### src/rtl/ro_freq_counter.sv
// ro_freq_counter: gated ring-oscillator edge counter (clk, rst_n active-high async, start, ro_in -> ro_activate, busy, done, count, overflow)
module ro_freq_counter #(
  parameter int GATE_CYCLES   = 1024,
  parameter int SETTLE_CYCLES = 16,
  parameter int CNT_W         = 16
) (
  input  logic             clk,
  input  logic             rst_n,
  input  logic             start,
  input  logic             ro_in,
  output logic             ro_activate,
  output logic             busy,
  output logic             done,
  output logic [CNT_W-1:0] count,
  output logic             overflow
);
  localparam int PH_MAX = GATE_CYCLES > SETTLE_CYCLES ? GATE_CYCLES : SETTLE_CYCLES;
  localparam int PH_W   = $clog2(PH_MAX + 1);
  typedef enum logic [1:0] {IDLE, SETTLE, COUNT, DONE} state_t;
  state_t           state, state_nx;
  logic             s1, s2, s3, pulse, sat, ovf, ovf_nx, settle_end, gate_end;
  logic [PH_W-1:0]  phase;
  logic [CNT_W-1:0] edges, edges_nx;
  assign pulse      = s2 & ~s3;
  assign sat        = &edges;
  assign settle_end = phase == PH_W'(SETTLE_CYCLES - 1);
  assign gate_end   = phase == PH_W'(GATE_CYCLES - 1);
  assign busy       = state != IDLE;
  assign done       = state == DONE;
  always_comb begin
    edges_nx = edges + CNT_W'(pulse & ~sat);
    ovf_nx   = ovf | (pulse & sat);
    state_nx = state == IDLE   ? (start ? SETTLE : IDLE) :
               state == SETTLE ? (settle_end ? COUNT : SETTLE) :
               state == COUNT  ? (gate_end ? DONE : COUNT) : IDLE;
  end
  always_ff @(posedge clk or posedge rst_n)
    if (rst_n) state <= IDLE;
    else       state <= state_nx;
  always_ff @(posedge clk or posedge rst_n)
    if (rst_n) begin
      s1          <= 1'b0;
      s2          <= 1'b0;
      s3          <= 1'b0;
      phase       <= '0;
      edges       <= '0;
      ovf         <= 1'b0;
      ro_activate <= 1'b0;
      count       <= '0;
      overflow    <= 1'b0;
    end else begin
      s1 <= ro_in;
      s2 <= s1;
      s3 <= s2;
      if (state == IDLE && start) begin
        phase       <= '0;
        edges       <= '0;
        ovf         <= 1'b0;
        ro_activate <= 1'b1;
      end
      if (state == SETTLE) phase <= settle_end ? '0 : phase + PH_W'(1);
      if (state == COUNT) begin
        phase <= phase + PH_W'(1);
        edges <= edges_nx;
        ovf   <= ovf_nx;
        if (gate_end) begin
          ro_activate <= 1'b0;
          count       <= edges_nx;
          overflow    <= ovf_nx;
        end
      end
    end
endmodule

### config.mk
export PLATFORM = sky130hd
export DESIGN_NAME = ro_freq_counter
export DESIGN_NICKNAME = d
export VERILOG_FILES = /design/src/rtl/ro_freq_counter.sv
export SDC_FILE = /design/constraint.sdc
export NUM_CORES = 1
export LEC_CHECK = 0
export CAP_MARGIN = 5
export CORE_UTILIZATION = 35
export DETAILED_ROUTE_END_ITERATION = 7
export HOLD_SLACK_MARGIN = 0.15
export SYNTH_ARGS = -nofsm -noshare
export SYNTH_HDL_FRONTEND = slang
export SYNTH_SLANG_ARGS = --single-unit
export TNS_END_PERCENT = 1
### constraint.sdc
create_clock -name clk -period 3.5 [get_ports clk]
set_input_delay 0.7 -clock clk [delete_from_list [all_inputs] [get_ports clk]]
set_output_delay 0.7 -clock clk [all_outputs]
set_load 0.05 [all_outputs]
; Yosys cells after proc, flatten, opt, wreduce, memory -nomap -nowiden
; Cells that the tools add are included.
[totals]
mem_count = 0
input_bits = 4
latch_bits = 0
ramBits = 0
mem_bits_ro = 0
reg_bits = 51
[classes]
shifts = 0
magnitude_cmp = 0
multipliers = 0
add_sub_neg = 2
mux = 17
n_eq_ne = 5
n_div = 0
reduce_logical = 7
bitwise_logic = 6
[ops]
columns = operator, n
row1 = $mux W11, 4
row2 = $mux W16, 2
row3 = $add A16 B16 Y16, 1
row4 = $and A1 B16 Y16, 1
row5 = $not A1 Y16, 1
row6 = $reduce_and A16 Y1, 1
row7 = $add A11 B1 Y11 const B, 1
row8 = $eq A11 B10 Y1 const B, 1
row9 = $eq A11 B4 Y1 const B, 1
row10 = $mux W2, 4
row11 = $mux W1, 7
row12 = $eq A2 B2 Y1 const B, 2
row13 = $reduce_bool A2 Y1, 2
row14 = $reduce_bool A3 Y1, 1
row15 = $and A1 B1 Y1, 2
row16 = $eq A2 B1 Y1 const B, 1
row17 = $logic_not A2 Y1, 1
row18 = $reduce_and A2 Y1, 1
row19 = $logic_and A1 B1 Y1, 1
row20 = $not A1 Y1, 1
row21 = $or A1 B1 Y1, 1

; Depth between registers and ports, before layout
[logic_depth]
depth_word = 5
mapped_depth = 11
mapped_depth_nobuf = 9

; Least setup slack after synthesis
; No wires, ideal clock.
[synth_timing]
kind = reg2reg
start = reg edges[4]
end = reg count[8]
n_path_buf = 2
arrival_time_ns = 2.287
path_stages_with_launch = 12
slack_ns = 1.082
t_required_ns = 3.368
path_cell_list = dfrtp_1 buf_2 nand4_1 nor4_1 nor3b_1 ha_1 ha_1 buf_1 and4_1 and2_1 xnor2_1 o21ai_0
[synth_between]
elab_chain_cells = 4
[synth_rtl]
columns = item, line_no
row1 = start: declaration, 23  ; logic [CNT_W-1:0] edges, edges_nx;
row2 = start signal: assignment, 64  ; edges <= edges_nx;
row3 = $reduce_and A16 Y1, 25  ; assign sat = &edges;
row4 = $not A1 Y16, 31  ; edges_nx = edges + CNT_W'(pulse & ~sat);
row5 = $and A1 B16 Y16, 31
row6 = $add A16 B16 Y16 (*), 31
row7 = end signal: assignment, 68  ; count <= edges_nx;
row8 = end: declaration, 14  ; output logic [CNT_W-1:0] count,
; Every way passes the cells marked *; elsewhere a longest branch is shown, timed or not.
; A chain may end at the register's enable or synchronous reset.

; Final worst setup path
[layout_timing]
start = reg state[0]
end = out busy
[layout_between]
elab_chain_cells = 1
[layout_rtl]
columns = item, line_no
row1 = start: declaration, 20  ; state_t state, state_nx;
row2 = start signal: assignment, 39  ; else state <= state_nx;
row3 = $reduce_bool A2 Y1, 28  ; assign busy = state != IDLE;
row4 = end: declaration, 12  ; output logic busy,
; Every way passes these cells.

==> metrics <==
Die H 89.45 um; clock skew 0.009850 ns; Synth top area share 47.69%; core area 0.007331 mm^2; TritonCTS Buffers 5; Initial Utilization 36.51%; reg-to-reg critical path endpoint count[13]$_DFFE_PP0P_; min-delay src s1$_DFF_PP0_; Post-synth top cells 51 x dfrtp_1, 33 x nand2_1, 24 x nor2_1, 23 x a21oi_1, 20 x o21ai_0; layout cell share with drive strength beyond 1 6.623%; Relative slew margins 41.18%; Avg WL per Cell 13.60 um; clk_lat worst skew 0.30 ns; Detailed Routing Iterations Pass 1 4; worst path cell trace inv_1, ha_1, inv_1, clkdlybuf4s50_1; Routed Antenna Nets 0; Post-synth EDFFs 0; power share of the combinational group 1.8%; R2R Path Start edges[3]$_DFFE_PP0P_; total gr overflow 0; vias 2071; unrepaired setup endpoints after global routing no; hold endpoint s2$_DFF_PP0_; switching share of power 21.31%; Post-Syn Area 0.002676 mm^2; final setup vio count 0; CP max-delay cell clkdlybuf4s50_1; Clk pwr share 38.2%; antenna violations before repair 0; Area Overhead vs Synth 14.45%; Final HPWL DP 3898 um; worst path arrival time 1.96 ns; Cells after Synth 287; Core Util, Final 41.78%; initial DRC count 112; measured slew at the worst slew-check pin 0.8823 ns; Top FF cell, synth dfrtp_1; Worst EP required 2.80 ns; Synthesized Nets 299; post-DR vias/cell 5.165; kind of critical path flip-flop to output port; power per standard cell area 322.0 mW/mm^2; CP top delay family buffers and inverters; Finished Layout Cells 401; Final Hold Fails 0; max-cap violations 0; flop2flop setup slack 0.88 ns; VDD IR max 0.0001833 V; Leakage 0.001351 uW; YS warnings 0; Placed Area 0.002963 mm^2; die width 89.45 um; R2R cell count 8; Clock Pin Slew Worst Setup and Hold Paths 0.09 ns; final std cell area, no fill 0.003063 mm^2; crit end category output port; area leader, netlist dfrtp_1; CP max stage delay 0.80 ns; cell seen most often among critical-path stages inv_1; Setup crit start kind flip-flop; die area 0.008000 mm^2; sequential share of power 60.0%; Post-CTS Setup Bufs 0; clk buf depth 2; vias in the first global route 1959; Final GP Congestion 0.8262; Ant. Diodes 0; async set-or-reset flop fraction in the synthesized netlist 100.0%; Total GRT Usage 15.31%; crit path time final 2.662 ns; CTS resizes 0; H-Tree Depth 2; CTS Hold Buffers Added 0; # DRC 0; CTS tree yes; Tcrit/Tclk final 76.06%; DP Worst Slack 0.8655 ns; largest net degree at the start of global routing 37; Placement Rows 31; Fin Setup TNS 0 ns; status completed; Worst Path Buf+Inv 3; Post-layout nets 313; Hold/Removal Path Class flip-flop to flip-flop; clk sinks 51; Final WS setup 0.8381 ns; post-synthesis sequential area ratio 47.69%; fmax 0.3757 GHz; syn_area_per_cell 9.325 um^2; P_int 775.9 uW; sw power 210.2 uW; synth top area cells dfrtp_1 48%, nand2_1 4.6%, a21oi_1 4.3%, xnor2_1 3.9%, ha_1 3.7%; Crit Path Max Fanout 8; Placed Cells 393; Final Max Slew Viols 0; clk root buf clkbuf_8; first-pass GRT wire length 9266 um; flops & latches, synth 51; post-synthesis cell type count 42; most common cell in the netlist dfrtp_1; I/O Buffers 23; drt total wl 5454 um; WHS Path Cells 0; I/O pin count 24
cells by family (layout without fill, tap and decap cells):
group | count (synthesis) | count (layout) | share of synthesized area (%)
compound gates | 66 | 66 | 15.34
xor+xnor | 18 | 18 | 5.891
buf+inv | 28 | 43 | 4.488
simple gates | 112 | 112 | 21.37
flops | 51 | 51 | 47.69
mux | 4 | 4 | 1.496
fa+ha+maj | 8 | 8 | 3.740
layer usage:
layer  global-route usage [%]  wire (um)  up-vias
met5                        0          0        -
met4                    4.618         92        0
met3                    3.324        148        8
met2                    27.34       2672       20
met1                    18.45       2540     1002
li1                         -          -     1041
through the flow:
step | total power [uW] | hold slack [ns]
after floorplan | 612.7 | 0.3312
after global placement | 622.3 | 0.3366
after detailed placement | 622.3 | 0.3347
after CTS | 1002 | 0.3563
after global routing | 1027 | 0.3745
final | 986.1 | 0.3538
sequential cells by signal, summed over array words and instances, names as in the netlist:
register	cells
count	16
edges	16
phase	11
state	2
overflow	1
ovf	1
ro_activate	1
s1	1
s2	1
s3	1
placed cells by master, fill, tap and decap left out, types with 3 or more instances in the layout:
cell | netlist | layout
a21o_1 | 3 | 3
a21oi_1 | 23 | 23
a31oi_1 | 7 | 7
and3_1 | 3 | 3
and4_1 | 4 | 4
clkbuf_8 | 0 | 7
clkdlybuf4s50_1 | 0 | 23
dfrtp_1 | 51 | 51
ha_1 | 8 | 8
inv_1 | 10 | 9
mux2i_1 | 4 | 4
nand2_1 | 33 | 33
nand3_1 | 8 | 8
nand4_1 | 12 | 12
nand4b_1 | 3 | 3
nor2_1 | 24 | 24
nor3_1 | 6 | 6
nor4_1 | 3 | 3
o21ai_0 | 20 | 20
or2_2 | 4 | 4
xnor2_1 | 12 | 12
xor2_1 | 6 | 6
power groups by stage:
stage | logic (uW) | clock network (uW) | registers [uW]
3_5_place_dp | 19.3 | 0 | 603
5_1_grt | 21.2 | 414 | 592
4_1_cts | 19.2 | 391 | 591
2_1_floorplan | 9.90 | 0 | 603
3_3_place_gp | 19.2 | 0 | 603
6_report | 17.8 | 377 | 591
worst max-delay path by stage:
stage | from | to | slack, ns | cells past startpoint
final | state[0]$_DFF_PP0_ | busy | 0.84 | 4
after global routing | edges[3]$_DFFE_PP0P_ | edges[12]$_DFFE_PP0P_ | 0.55 | 9
after CTS | state[0]$_DFF_PP0_ | busy | 0.82 | 4
after detailed placement | edges[3]$_DFFE_PP0P_ | count[13]$_DFFE_PP0P_ | 0.87 | 8
after global placement | edges[3]$_DFFE_PP0P_ | count[13]$_DFFE_PP0P_ | 0.95 | 8
after floorplan | edges[4]$_DFFE_PP0P_ | count[8]$_DFFE_PP0P_ | 1.08 | 11
cell type report:
cell class | instances | area [um^2]
fillers | 734 | 4268
multi-input cells | 208 | 1280
flip-flops and latches | 51 | 1276
repair buffers | 25 | 245.2
well taps | 99 | 123.9
clock buffers | 8 | 100.1
inverters | 10 | 37.54
(Power assumes the default switching activity.)
